**config.mk**
```make
export PLATFORM = sky130hd
export DESIGN_NAME = alu_scheduler
export DESIGN_NICKNAME = d
export VERILOG_FILES = /design/src/rtl/alu_sched_pkg.sv /design/src/rtl/rr_arbiter.sv /design/src/rtl/alu_scheduler.sv
export SDC_FILE = /design/constraint.sdc
export NUM_CORES = 1
export LEC_CHECK = 0
export BUFFER_PORTS_ARGS = -buffer_cell sky130_fd_sc_hd__buf_2
export CORE_ASPECT_RATIO = 0.9
export CORE_MARGIN = 2
export CORE_UTILIZATION = 35
export DETAILED_ROUTE_END_ITERATION = 16
export HOLD_SLACK_MARGIN = 0.12
export PLACE_DENSITY = 0.68
export SYNTH_ARGS = -nofsm -noshare
export SYNTH_HDL_FRONTEND = slang
export SYNTH_HIERARCHICAL = 1
export SYNTH_SLANG_ARGS = --single-unit
```
**constraint.sdc**
```tcl
create_clock -name clk -period 7.4 [get_ports clk]
set_clock_uncertainty 0.2 [all_clocks]
set_input_delay 0.37 -clock clk [delete_from_list [all_inputs] [get_ports clk]]
set_output_delay 0.37 -clock clk [all_outputs]
set_load 0.005 [all_outputs]
```
**src/rtl/alu_sched_pkg.sv**
```systemverilog
// Shared opcodes, FSM state encoding and the captured-flag layout for the ALU scheduler.
// Also holds the helper that qualifies raw ALU flags by opcode.
package alu_sched_pkg;

    localparam logic [2:0] OP_ADD = 3'b000;
    localparam logic [2:0] OP_SUB = 3'b001;
    localparam logic [2:0] OP_SL  = 3'b010;
    localparam logic [2:0] OP_SR  = 3'b011;
    localparam logic [2:0] OP_OR  = 3'b100;
    localparam logic [2:0] OP_AND = 3'b101;
    localparam logic [2:0] OP_XOR = 3'b110;
    localparam logic [2:0] OP_POW = 3'b111;

    typedef enum logic [1:0] {
        S_IDLE  = 2'd0,
        S_ISSUE = 2'd1,
        S_RESP  = 2'd2
    } state_t;

    typedef struct packed {
        logic sign;
        logic zero;
        logic parity;
        logic ovf;
    } flags_t;

    // Sign is only meaningful for arithmetic, overflow only for ADD; the ALU may
    // drive garbage on those flags otherwise, so force them to a known 0.
    function automatic flags_t mask_flags(input logic [2:0] op,
                                          input logic       sign,
                                          input logic       zero,
                                          input logic       parity,
                                          input logic       ovf);
        flags_t f;
        f.sign   = 1'b0;
        f.ovf    = 1'b0;
        if (op == OP_ADD || op == OP_SUB) begin
            f.sign = sign;
        end
        if (op == OP_ADD) begin
            f.ovf = ovf;
        end
        f.zero   = zero;
        f.parity = parity;
        return f;
    endfunction

endpackage

```
**src/rtl/rr_arbiter.sv**
```systemverilog
// Combinational round-robin picker: searches req from ptr upwards (wrapping)
// and returns a one-hot grant plus the granted index.
module rr_arbiter #(
    parameter int NREQ = 4,
    parameter int IW   = $clog2(NREQ)
) (
    input  logic [NREQ-1:0] req_i,
    input  logic [IW-1:0]   ptr_i,
    output logic [NREQ-1:0] grant_o,
    output logic [IW-1:0]   idx_o,
    output logic            any_o
);

    logic [IW:0] cand;

    always_comb begin
        grant_o = '0;
        idx_o   = '0;
        any_o   = 1'b0;
        cand    = '0;
        for (int k = 0; k < NREQ; k++) begin
            cand = {1'b0, ptr_i} + (IW+1)'(k);
            if (cand >= (IW+1)'(NREQ)) begin
                cand = cand - (IW+1)'(NREQ);
            end
            if (!any_o && req_i[cand[IW-1:0]]) begin
                any_o                  = 1'b1;
                grant_o[cand[IW-1:0]]  = 1'b1;
                idx_o                  = cand[IW-1:0];
            end
        end
    end

endmodule

```
**src/rtl/alu_scheduler.sv**
```systemverilog
// Time-shares one combinational flag-producing ALU between NREQ requesters:
// grant (IDLE) -> drive ALU (ISSUE) -> hold response until accepted (RESP).
module alu_scheduler
    import alu_sched_pkg::*;
#(
    parameter int NREQ = 4,
    parameter int DW   = 16
) (
    input  logic                     clk,
    input  logic                     rst_n,
    input  logic [NREQ-1:0]          req_valid_i,
    output logic [NREQ-1:0]          req_ready_o,
    input  logic [3*NREQ-1:0]        req_op_i,
    input  logic [DW*NREQ-1:0]       req_a_i,
    input  logic [DW*NREQ-1:0]       req_b_i,
    output logic [2:0]               alu_op_o,
    output logic [DW-1:0]            alu_a_o,
    output logic [DW-1:0]            alu_b_o,
    input  logic [DW-1:0]            alu_out_i,
    input  logic                     alu_sign_i,
    input  logic                     alu_zero_i,
    input  logic                     alu_parity_i,
    input  logic                     alu_ovf_i,
    output logic                     rsp_valid_o,
    input  logic                     rsp_ready_i,
    output logic [$clog2(NREQ)-1:0]  rsp_id_o,
    output logic [DW-1:0]            rsp_data_o,
    output logic [3:0]               rsp_flags_o
);

    localparam int IW = $clog2(NREQ);

    logic [2:0]    op_arr [NREQ];
    logic [DW-1:0] a_arr  [NREQ];
    logic [DW-1:0] b_arr  [NREQ];

    for (genvar gi = 0; gi < NREQ; gi++) begin : g_unpack
        assign op_arr[gi] = req_op_i[3*gi +: 3];
        assign a_arr[gi]  = req_a_i[DW*gi +: DW];
        assign b_arr[gi]  = req_b_i[DW*gi +: DW];
    end

    state_t        state_q;
    logic [IW-1:0] ptr_q;
    logic [IW-1:0] ptr_d;
    logic [IW-1:0] idx_q;
    logic [2:0]    op_q;
    logic [DW-1:0] a_q;
    logic [DW-1:0] b_q;
    logic          rsp_valid_q;
    logic [DW-1:0] rsp_data_q;
    flags_t        rsp_flags_q;

    logic [NREQ-1:0] arb_grant;
    logic [IW-1:0]   arb_idx;
    logic            arb_any;

    rr_arbiter #(
        .NREQ (NREQ),
        .IW   (IW)
    ) u_arb (
        .req_i   (req_valid_i),
        .ptr_i   (ptr_q),
        .grant_o (arb_grant),
        .idx_o   (arb_idx),
        .any_o   (arb_any)
    );

    assign ptr_d = (arb_idx == IW'(NREQ - 1)) ? '0 : arb_idx + 1'b1;

    // The grant is visible in the same cycle it is decided; reset masks it so
    // no requester sees an accept while the block is held in reset.
    assign req_ready_o = (rst_n && state_q == S_IDLE) ? arb_grant : '0;

    always_ff @(posedge clk or negedge rst_n) begin
        if (!rst_n) begin
            state_q     <= S_IDLE;
            ptr_q       <= '0;
            idx_q       <= '0;
            op_q        <= '0;
            a_q         <= '0;
            b_q         <= '0;
            rsp_valid_q <= 1'b0;
            rsp_data_q  <= '0;
            rsp_flags_q <= '0;
        end else begin
            case (state_q)
                S_IDLE: begin
                    if (arb_any) begin
                        op_q    <= op_arr[arb_idx];
                        a_q     <= a_arr[arb_idx];
                        b_q     <= b_arr[arb_idx];
                        idx_q   <= arb_idx;
                        ptr_q   <= ptr_d;
                        state_q <= S_ISSUE;
                    end
                end
                S_ISSUE: begin
                    rsp_data_q  <= alu_out_i;
                    rsp_flags_q <= mask_flags(op_q, alu_sign_i, alu_zero_i,
                                              alu_parity_i, alu_ovf_i);
                    rsp_valid_q <= 1'b1;
                    state_q     <= S_RESP;
                end
                S_RESP: begin
                    if (rsp_ready_i) begin
                        rsp_valid_q <= 1'b0;
                        state_q     <= S_IDLE;
                    end
                end
                default: begin
                    state_q     <= S_IDLE;
                    rsp_valid_q <= 1'b0;
                end
            endcase
        end
    end

    // Operand registers only load on a grant, so the ALU inputs stay quiet
    // outside the single ISSUE cycle.
    assign alu_op_o    = op_q;
    assign alu_a_o     = a_q;
    assign alu_b_o     = b_q;
    assign rsp_valid_o = rsp_valid_q;
    assign rsp_id_o    = idx_q;
    assign rsp_data_o  = rsp_data_q;
    assign rsp_flags_o = rsp_flags_q;

endmodule

```
# --- Word level (Yosys, flattened, before mapping) ---
# Index checks and enable logic that the tools add are counted.
totals:
  latchBits: 0
  mem_count: 0
  mem_bits_ro: 0
  ram_bits: 0
  inputBits: 167
  register_bits: 62
classes:
  addsub: 8
  reduce_logical: 17
  n_div: 0
  order_cmp: 13
  bitwise: 5
  mux: 50
  mul: 0
  shifts: 0
  eq_ne: 6
ops:
  columns: ["op", "n"]
  rows:
  - ["$bmux 16 s2", 2]
  - ["$mux 16", 4]
  - ["$mux 2", 11]
  - ["$mux 4", 5]
  - ["$mux 1", 15]
  - ["$ge 3x3->1 const B", 4]
  - ["$lt 2x3->1 const B", 4]
  - ["$or 4x4->4", 3]
  - ["$bmux 1 s2", 4]
  - ["$demux 1 s2", 4]
  - ["$ge 2x1->1 const B", 4]
  - ["$logic_and 1x1->1", 8]
  - ["$sub 2x1->2 const B", 4]
  - ["$add 2x2->3 const B", 2]
  - ["$bmux 3 s2", 1]
  - ["$mux 3", 2]
  - ["$pmux 2 s3", 1]
  - ["$reduce_and 2->1", 3]
  - ["$eq 2x2->1 const B", 2]
  - ["$ne 2x2->1 const B", 2]
  - ["$add 2x1->3 const B", 1]
  - ["$eq 3x1->1 const B", 1]
  - ["$ge 2x3->1 const B", 1]
  - ["$logic_not 1->1", 3]
  - ["8 further kinds", 8]

# --- Depth between registers and ports, before layout ---
# Gate-level depths: netlist of run 1.
logic_depth:
  word_depth: 18
  mapped_depth: 12

# --- Modules after synthesis ---
# Netlist of run 1, hierarchy kept.
modules_own_cells:
  columns: ["mod", "instances", "area_each_um2", "cells_each", "seq_area_each_um2"]
  rows:
  - ["alu_scheduler", 1, 3359.5, 185, 1551.5]
  - ["rr_arbiter", 1, 419.2, 45, 0.0]

# --- Worst setup path before layout of run 1 ---
# Ideal clock, no wire load.
synth_path:
  path_type: "flip-flop to flip-flop"
  start: "reg ptr_q[0]"
  end: "reg a_q[12], in the netlist alu_a_o[12]"
  path_slack_ns: 4.100
  stages_incl_launch_ff: 12
  period_less_slack_ns: 3.300
  arrival_time_ns: 2.975
  setup_time_ns: 0.125
  cell_sequence: "dfrtp_1 -> buf_6 -> inv_1 -> ha_1 -> mux4_2 -> buf_6 -> o311ai_0 -> a32o_1 -> buf_2 -> clkbuf_1 -> mux4_2 -> mux2_4"
synth_via:
  elab_chain_cells: 18
  elab_cells_between_ends: 42
  classes_between: "7 x add/sub; 4 x order compare; 23 x mux; 1 x bitwise; 7 x reduce/logical"
synth_lines:
  columns: ["element", "line", "source"]
  rows:
  - ["start: declaration", "alu_scheduler.sv:44", "logic [IW-1:0] ptr_q;"]
  - ["start signal: assignment", "alu_scheduler.sv:94", "ptr_q <= ptr_d;"]
  - ["branches (longest 13 deep; another with $add 2x1->3)", null, null]
  - ["$mux 2 *", "rr_arbiter.sv:26", "if (!any_o && req_i[cand[IW-1:0]]) begin"]
  - ["via arb_idx[1]", "alu_scheduler.sv:55", "logic [IW-1:0] arb_idx;"]
  - ["$not 2->3 (implied by the code) *", "alu_scheduler.sv:91", "a_q <= a_arr[arb_idx];"]
  - ["$bmux 16 s2 *", "alu_scheduler.sv:91", null]
  - ["$mux 16 (implied by the code) * (2 in series)", "alu_scheduler.sv:91", null]
  - ["end signal: assignment", "alu_scheduler.sv:91", null]
  - ["end: declaration", "alu_scheduler.sv:48", "logic [DW-1:0] a_q;"]
# Mark *: on every way through the listed nets, which the timed path passes. The select of a mux whose other input is x is not followed.
# A chain may end at the register's enable or synchronous reset.

# --- Final worst setup path of run 1 ---
layout_path:
  start: "reg ptr_q[0]"
  end: "reg b_q[7], in the netlist alu_b_o[7]"
layout_via:
  elab_chain_cells: 18
  elab_cells_between_ends: 42
  classes_between: "7 x add/sub; 4 x order compare; 23 x mux; 1 x bitwise; 7 x reduce/logical"
layout_lines:
  columns: ["element", "line", "source"]
  rows:
  - ["branches (longest 13 deep; another with $add 2x1->3)", null, null]
  - ["$mux 2 *", "rr_arbiter.sv:26", null]
  - ["via arb_idx[0]", "alu_scheduler.sv:55", null]
  - ["$not 2->3 (implied by the code) *", "alu_scheduler.sv:92", "b_q <= b_arr[arb_idx];"]
  - ["$bmux 16 s2 *", "alu_scheduler.sv:92", null]
  - ["$mux 16 (implied by the code) * (2 in series)", "alu_scheduler.sv:92", null]
  - ["end signal: assignment", "alu_scheduler.sv:92", null]
  - ["end: declaration", "alu_scheduler.sv:49", "logic [DW-1:0] b_q;"]
# Marks and branches as above.

==> summary.txt, run 1 <==
Detailed routing
  • DRC violations left: 0
  • DR pass1 iterations: 4
  • Antenna Nets Post-Route: 0
  • Final WL: 10600 um
  • Via/cell ratio: 5.01
  • Routed len/inst: 17.5 um
  • DRT iter0 DRCs: 111
  • Routed vias: 3050

Layout
  • Post-layout util: 53.2%
  • Total area of multi-input combinational cells: 2090 um^2
  • Share of cells above drive strength 1: 71.4%
  • # fillers: 912
  • Commonest non-fill, non-tap cell in the layout: buf_2
  • Storage cell area: 1550 um^2
  • Final nets: 647
  • Layout area overhead: 46.1%
  • Leading cell types in the layout, fill and taps excluded: buf_2, dfrtp_1, mux2_2

CTS
  • TritonCTS clock tree: done
  • Post-CTS Setup Inserts: 0
  • CTS Buf Count: 9
  • Max H-tree Level: 3
  • Cells resized by post-CTS repair: 0
  • Skew-Pair Late Insertion Delay: 0.32 ns
  • Clk root buf: clkbuf_16
  • Clock Pin Slew Worst Setup and Hold Paths: 0.06 ns
  • # clock sinks: 62
  • CTS Buffer Depth: 2

Critical path
  • Worst r2r path cells: 9
  • R2R Setup Slk: 3.21 ns
  • CP Class: reg2reg
  • Cell chain of the critical path: inv_1 -> ha_1 -> mux4_2 -> and2b_2 -> o21ai_0 -> o31ai_4 -> buf_4 -> mux4_1 -> mux2_2
  • Worst Setup EP: alu_b_o[7]
  • Crit path launch: ptr_q[0]
  • Crit-path max FO: 32
  • Crit start category: flip-flop
  • Crit path largest cell delay: 0.70 ns
  • Worst path slowest cell: dfrtp_1
  • R2R Path Start: ptr_q[0]
  • WP data required: 7.40 ns
  • Crit. End Element: flip-flop
  • Arr. time, crit path: 4.19 ns
  • Worst reg2reg endpoint: alu_b_o[7]

Global route
  • Grt ovf: 0
  • Largest net degree at the start of global routing: 59
  • Initial antenna violation count: 2
  • Global-route wire length before repair: 16200 um
  • Vias in the first global route: 3254
  • Tot GR Track Use: 18.0%

Hold path
  • Tightest Hold Check Type: in2reg
  • Min-delay src: rsp_ready_i

Timing
  • Fmax: 239 MHz
  • TNS Setup: 0 ns
  • Slew Viols, Final: 0
  • Final setup fails: 0
  • Final hold slack: 0.139 ns
  • Rel. slew slack: 28.2%
  • Period utilization: 56.6%
  • RSZ-0062 raised after global routing: false
  • Hold violation count in the final report: 0
  • Worst Tran Pin Value: 1.08 ns
  • Period minus WS final: 4.19 ns

Synth
  • #FFs+latches synth: 62
  • Cells after Synth: 230
  • Ys Warns: 6
  • Register area share after synthesis: 41.1%
  • Leading area contributor after synthesis: dfrtp_1
  • Mean Syn Cell Area: 16.4 um^2
  • Syn Nets: 403
  • Mapped cell area: 3780 um^2
  • Top post-synthesis cells by area: dfrtp_1, mux4_2, mux2_4
  • Synth top area share: 41.1%
  • Synth unique cells: 34

Floorplanning
  • Die ar.: 11600 um^2
  • Die W: 114 um
  • Rows: 35
  • Starting Density: 36.4%
  • # IOs: 229
  • Die H: 103 um
  • CORE AREA: 10400 um^2

Place
  • HPWL after DPL: 7930 um
  • Routability cong.: 0.874
  • Port Buf Inserts: 228

Power
  • P per Cell Area: 509 nW/um^2
  • NetSw: 0.956 mW
  • Sequential Power Share: 23.2%
  • Pint: 1.85 mW
  • Max IR drop VDD: 0.217 mV
  • Switching fraction of total power: 34.0%
  • Combinational Power Share: 59.6%
  • Clock share of power: 17.2%
  • Leak Pwr: 2.71 nW

Outcome
  • Status: finished, final reports clean

Run
  • Max Cap Viol: 0
-- worst max-delay path: cells and delay by family, from the launching register on --
family	cells	cell delay (ns)
buf+inv	2	0.76
compound gates	2	0.36
flops	1	0.70
simple gates	1	0.31
mux	3	1.35
fa+ha+maj	1	0.38
-- layout make-up --
class / instances / area share (%)
Timing Repair Buffer: 250 / 24.5
Clock buffer: 9 / 4.08
Tap cell: 129 / 2.92
Sequential cell: 62 / 28.1
Antenna cell: 1 / 0.0453
Multi-Input combinational cell: 147 / 37.9
Inverter: 4 / 0.272
Clock inverter: 7 / 2.20
-- cells in the mapped netlist --
cell      instances
and3_1            4
o31ai_1           1
mux2_4           28
a22oi_1           8
nor3b_2           1
o21ai_0           6
buf_12            3
o211ai_1          1
o311ai_0          1
and2b_2           1
nor2_1            5
nand2b_1          1
mux4_1            9
ha_1              6
clkbuf_1          2
mux2i_1           1
a32o_1            1
nor2b_1           1
nor3b_1           1
o21a_1            1
mux2_1            2
dfrtp_1          62
nor3_1            1
mux4_2           30
nor4b_1           1
nand2_1           1
buf_2             9
nor4b_4           1
mux2_2           31
a21o_1            1
a21oi_1           1
nor4_1            1
inv_1             4
buf_6             3
-- per-layer routing --
metal | routed length (um) | global-route usage, % | share of wire, %
met1 | 4010 | 20.3 | 38
met2 | 5670 | 34.2 | 53
met3 | 882 | 5.29 | 8.3
met4 | 58 | 4.03 | 0.55
met5 | 16 | 0 | 0.15
-- stage by stage --
| stage | area [um^2] | instances | total power, mW | setup slack [ns] |
|---|---|---|---|---|
| 5_1_grt | 5520 | 608 | 3.02 | 2.91 |
| 3_3_place_gp | 4980 | 573 | 2.28 | 3.34 |
| 4_1_cts | 5520 | 608 | 2.85 | 3.14 |
| 6_report | 5520 | 609 | 2.81 | 3.21 |
| 3_5_place_dp | 4980 | 573 | 2.35 | 3.16 |
| 2_1_floorplan | 3780 | 230 | 1.99 | 4.10 |
-- logic make-up after synthesis --
group           count (synthesis)  synth area share [%]
mux                           101                  45.4
flops                          62                  41.1
compound gates                 21                  3.81
simple gates                   19                  3.51
buf+inv                        21                  4.27
fa+ha+maj                       6                  1.99
-- what timing repair did --
action,in CTS,in global routing
hold buffers,19,0
setup endpoints to repair,0,0
hold endpoints to repair,22,0
-- worst min-delay path by stage --
stage                             end  cells after the start
after global routing      rsp_valid_o                      3
after CTS                 rsp_valid_o                      3
final                     rsp_valid_o                      3
after floorplan            alu_a_o[0]                      0
after detailed placement  alu_a_o[11]                      1
after global placement    alu_a_o[11]                      1
-- power by group through the flow --
stage / combinational [mW] / clock (mW) / sequential, mW
6_report: 1.68 / 0.485 / 0.651
5_1_grt: 1.82 / 0.517 / 0.680
4_1_cts: 1.70 / 0.497 / 0.653
3_5_place_dp: 1.69 / 0 / 0.652
3_3_place_gp: 1.63 / 0 / 0.646
2_1_floorplan: 1.34 / 0 / 0.645
-- state kept, by name, indices dropped and copies added (netlist names) --
signal       flops
alu_op_o         3
rsp_valid_o      1
alu_a_o         16
ptr_q            2
rsp_id_o         2
rsp_flags_o      4
state_q          2
alu_b_o         16
rsp_data_o      16
Power figures use the tool's default switching activity.
==> inputs of run 2 (changes only) <==
Settings changed: PLACE_DENSITY 0.68 to 0.71.
Clock period 7.4 ns to 3.75 ns, I/O delays scaled along.
==> summary.txt, run 2 <==
Outcome
  • Status: stopped before the end
  • Exit stage: clock tree synthesis (4_1_cts)
  • Error: [ERROR RSZ-0060] Max buffer count reached.

Place
  • HPWL after DPL: 8570 um (+8.1%)
  • Routability cong.: 0.829 (-5.1%)
  • Port Buf Inserts: 228 (unchanged)

CTS
  • Post-CTS Setup Inserts: 0 (unchanged)
  • CTS Buf Count: 9 (unchanged)
  • Hold_buf cts: 120 (+101)
  • Max H-tree Level: 3 (unchanged)
  • CTS Buffer Depth: 2 (unchanged)
  • Clk root buf: clkbuf_16
  • # clock sinks: 62 (unchanged)
  • Cells resized by post-CTS repair: 0 (unchanged)

Synth
  • Cells after Synth: 230 (unchanged)
  • Synth unique cells: 34 (unchanged)
  • Number of flops mapped to enable cells by yosys: 0 (unchanged)
  • Synth Flop Type: dfrtp_1
  • Simple-gate share of the synthesized area: 3.51% (unchanged)
  • #FFs+latches synth: 62 (unchanged)
  • Post-synth top cells: dfrtp_1, mux2_2, mux4_2, mux2_4
  • Post-Synth Adder-Cell Area: 1.99% (unchanged)
  • Post-synthesis compound-gate area fraction: 3.81% (unchanged)
  • Mean Syn Cell Area: 16.4 um^2 (unchanged)
  • Async set-reset flop share out of synthesis: 100% (unchanged)
  • Main combinational cell family by area after synthesis: multiplexers
  • Top post-synthesis cells by area: dfrtp_1, mux4_2, mux2_4
  • Count leader, synth: dfrtp_1
  • Mapped cell area: 3780 um^2 (unchanged)
  • Leading area contributor after synthesis: dfrtp_1
  • Post-synthesis mux area share: 45.4% (unchanged)
  • XOR/XNOR Fraction of Synth Area: 0% (unchanged)
  • Ys Warns: 6 (unchanged)
  • Register area share after synthesis: 41.1% (unchanged)
  • Syn Nets: 403 (unchanged)
  • Synth top area share: 41.1% (unchanged)

Floorplanning
  • Die W: 114 um (unchanged)
  • Starting Density: 36.4% (unchanged)
  • Die H: 103 um (unchanged)
  • # IOs: 229 (unchanged)
  • Rows: 35 (unchanged)
==> run 2: metrics by stage <==
stage               cells  instance area, um^2  hold slack, ns  setup slack, ns
floorplan             230                 3780          -0.308            0.450
global placement      578                 5040          0.0558            0.312
detailed placement    578                 5040          0.0671            0.164
==> run 2: cell families after synthesis <==
kind of cell	Yosys count
muxes	101
DFF	62
AOI/OAI and AO/OA	21
buffers and inverters	21
and+or+nand+nor	19
adders and majority gates	6
==> inputs of run 3 (changes only) <==
Settings changed: CORE_ASPECT_RATIO 0.9 to default, CORE_UTILIZATION 35 to 20, HOLD_SLACK_MARGIN 0.12 to default, PLACE_DENSITY 0.71 to default, PLACE_DENSITY_LB_ADDON from default to 0.15.
Clock period 3.75 ns to 4.9 ns, I/O delays scaled along.
==> summary.txt, run 3 (synthesis results as in run 1) <==
Critical path
  • Crit. End Element: flip-flop
  • Cell chain of the critical path: inv_1 -> ha_1 -> mux4_2 -> and2b_2 -> o21ai_0 -> o31ai_4 -> buf_4 -> mux4_1 -> mux2_2
  • CP Class: reg2reg
  • Crit-path max FO: 22
  • WP data required: 4.92 ns
  • Crit start category: flip-flop
  • Arr. time, crit path: 3.86 ns
  • Worst path slowest cell: dfrtp_1
  • Crit path largest cell delay: 0.71 ns

Layout
  • Storage cell area: 1550 um^2
  • # fillers: 1935
  • Final nets: 649
  • Share of cells above drive strength 1: 71.3%
  • Layout area overhead: 48.5%
  • Commonest non-fill, non-tap cell in the layout: buf_2
  • Total area of multi-input combinational cells: 2090 um^2
  • Leading cell types in the layout, fill and taps excluded: buf_2, dfrtp_1, mux2_2
  • Post-layout util: 30.1%

CTS
  • CTS Buffer Depth: 2 (unchanged)
  • Skew-Pair Late Insertion Delay: 0.33 ns
  • Clock Pin Slew Worst Setup and Hold Paths: 0.06 ns
  • # clock sinks: 62 (unchanged)
  • Post-CTS Setup Inserts: 0 (unchanged)
  • Max H-tree Level: 3 (unchanged)
  • Hold_buf cts: 20 (-83%)
  • Cells resized by post-CTS repair: 0 (unchanged)
  • CTS Buf Count: 9 (unchanged)
  • Clk root buf: clkbuf_16
  • TritonCTS clock tree: done

Outcome
  • Status: finished, final reports clean

Floorplanning
  • Die W: 141 um (+25%)
  • Rows: 50 (+43%)
  • CORE AREA: 18600 um^2
  • Die ar.: 20000 um^2
  • # IOs: 229 (unchanged)
  • Starting Density: 20.3% (-16 points)
  • Die H: 141 um (+38%)

Detailed routing
  • Routed vias: 3088
  • DRC violations left: 0
  • Via/cell ratio: 4.31
  • DRT iter0 DRCs: 119
  • Routed len/inst: 15.8 um
  • Final WL: 11300 um
  • Antenna Nets Post-Route: 0
  • DR pass1 iterations: 4

Timing
  • TNS Setup: 0 ns
  • Fmax: 260 MHz
  • Period minus WS final: 3.85 ns
  • Worst Tran Pin Value: 1.07 ns
  • Hold violation count in the final report: 0
  • RSZ-0062 raised after global routing: false
  • Rel. slew slack: 28.1%
  • Period utilization: 78.5%
  • Final setup fails: 0
  • Slew Viols, Final: 0

Global route
  • Grt ovf: 0
  • Tot GR Track Use: 11.3%
  • Largest net degree at the start of global routing: 67
  • Vias in the first global route: 3219
  • Global-route wire length before repair: 17300 um
  • Initial antenna violation count: 3

Power
  • P per Cell Area: 743 nW/um^2
  • Design Power: 4.17 mW
  • Max IR drop VDD: 0.317 mV
  • Leak Pwr: 2.69 nW

Place
  • Port Buf Inserts: 228 (unchanged)
  • Routability cong.: 0.795 (-4.1%)
  • HPWL after DPL: 8590 um (+0.14%)

Hold path
  • Tightest Hold Check Type: in2reg

Run
  • Max Cap Viol: 0
==> run 3: worst paths after layout <==
check                       startpoint        endpoint  slack [ns]  depth (start not counted)
max in group asynchronous        rst_n     rsp_valid_o        3.58                          2
hold reg to reg            rsp_valid_o     rsp_valid_o        0.27                          1
min in group asynchronous        rst_n   rsp_data_o[5]        0.37                          2
setup reg to reg              ptr_q[0]      alu_b_o[8]        1.05                          9
setup / recovery              ptr_q[0]      alu_b_o[8]        1.05                          9
hold / removal              alu_sign_i  rsp_flags_o[3]        0.13                          3
==> run 3: critical path, delay by kind of cell, from the launching register on <==
| family | cells | cell delay (ns) |
|---|---|---|
| fa+ha+maj | 1 | 0.38 |
| compound gates | 2 | 0.26 |
| buf+inv | 2 | 0.53 |
| flops | 1 | 0.71 |
| mux | 3 | 1.33 |
| simple gates | 1 | 0.31 |
==> run 3: final cells by class <==
cell class | instances | area share (%)
diodes | 1 | 0.0446
clock buffers | 9 | 4.01
clock inverters | 7 | 0.892
inverters | 4 | 0.267
multi-input cells | 147 | 37.2
flip-flops and latches | 62 | 27.6
well taps | 234 | 5.22
repair buffers | 252 | 24.7
==> run 3: stage by stage <==
step                      instances  hold WS (ns)  instance area, um^2  worst slack (ns)
after floorplan                 230        -0.251                 3780              1.60
after global placement          679         0.225                 5130              1.15
after detailed placement        679         0.222                 5130              1.06
after CTS                       715         0.118                 5610              1.02
after global routing            716         0.143                 5610             0.736
final                           716         0.131                 5610              1.05
==> run 3: metal layers <==
layer	global-route usage (%)	vias to the layer above	wire (um)	share of wire [%]
li1	-	1423	-	-
met5	0	-	13	0.11
met1	14.2	1480	4920	43
met4	4.58	2	180	1.6
met3	3.41	13	907	8.0
met2	18.1	170	5310	47
==> run 3: report_power, final <==
part | switching (mW) | internal, mW | leakage (nW)
combinational | 1.06 | 1.54 | 1.82
sequential | 0.184 | 0.797 | 0.730
clock | 0.244 | 0.343 | 0.140
total | 1.49 | 2.68 | 2.69
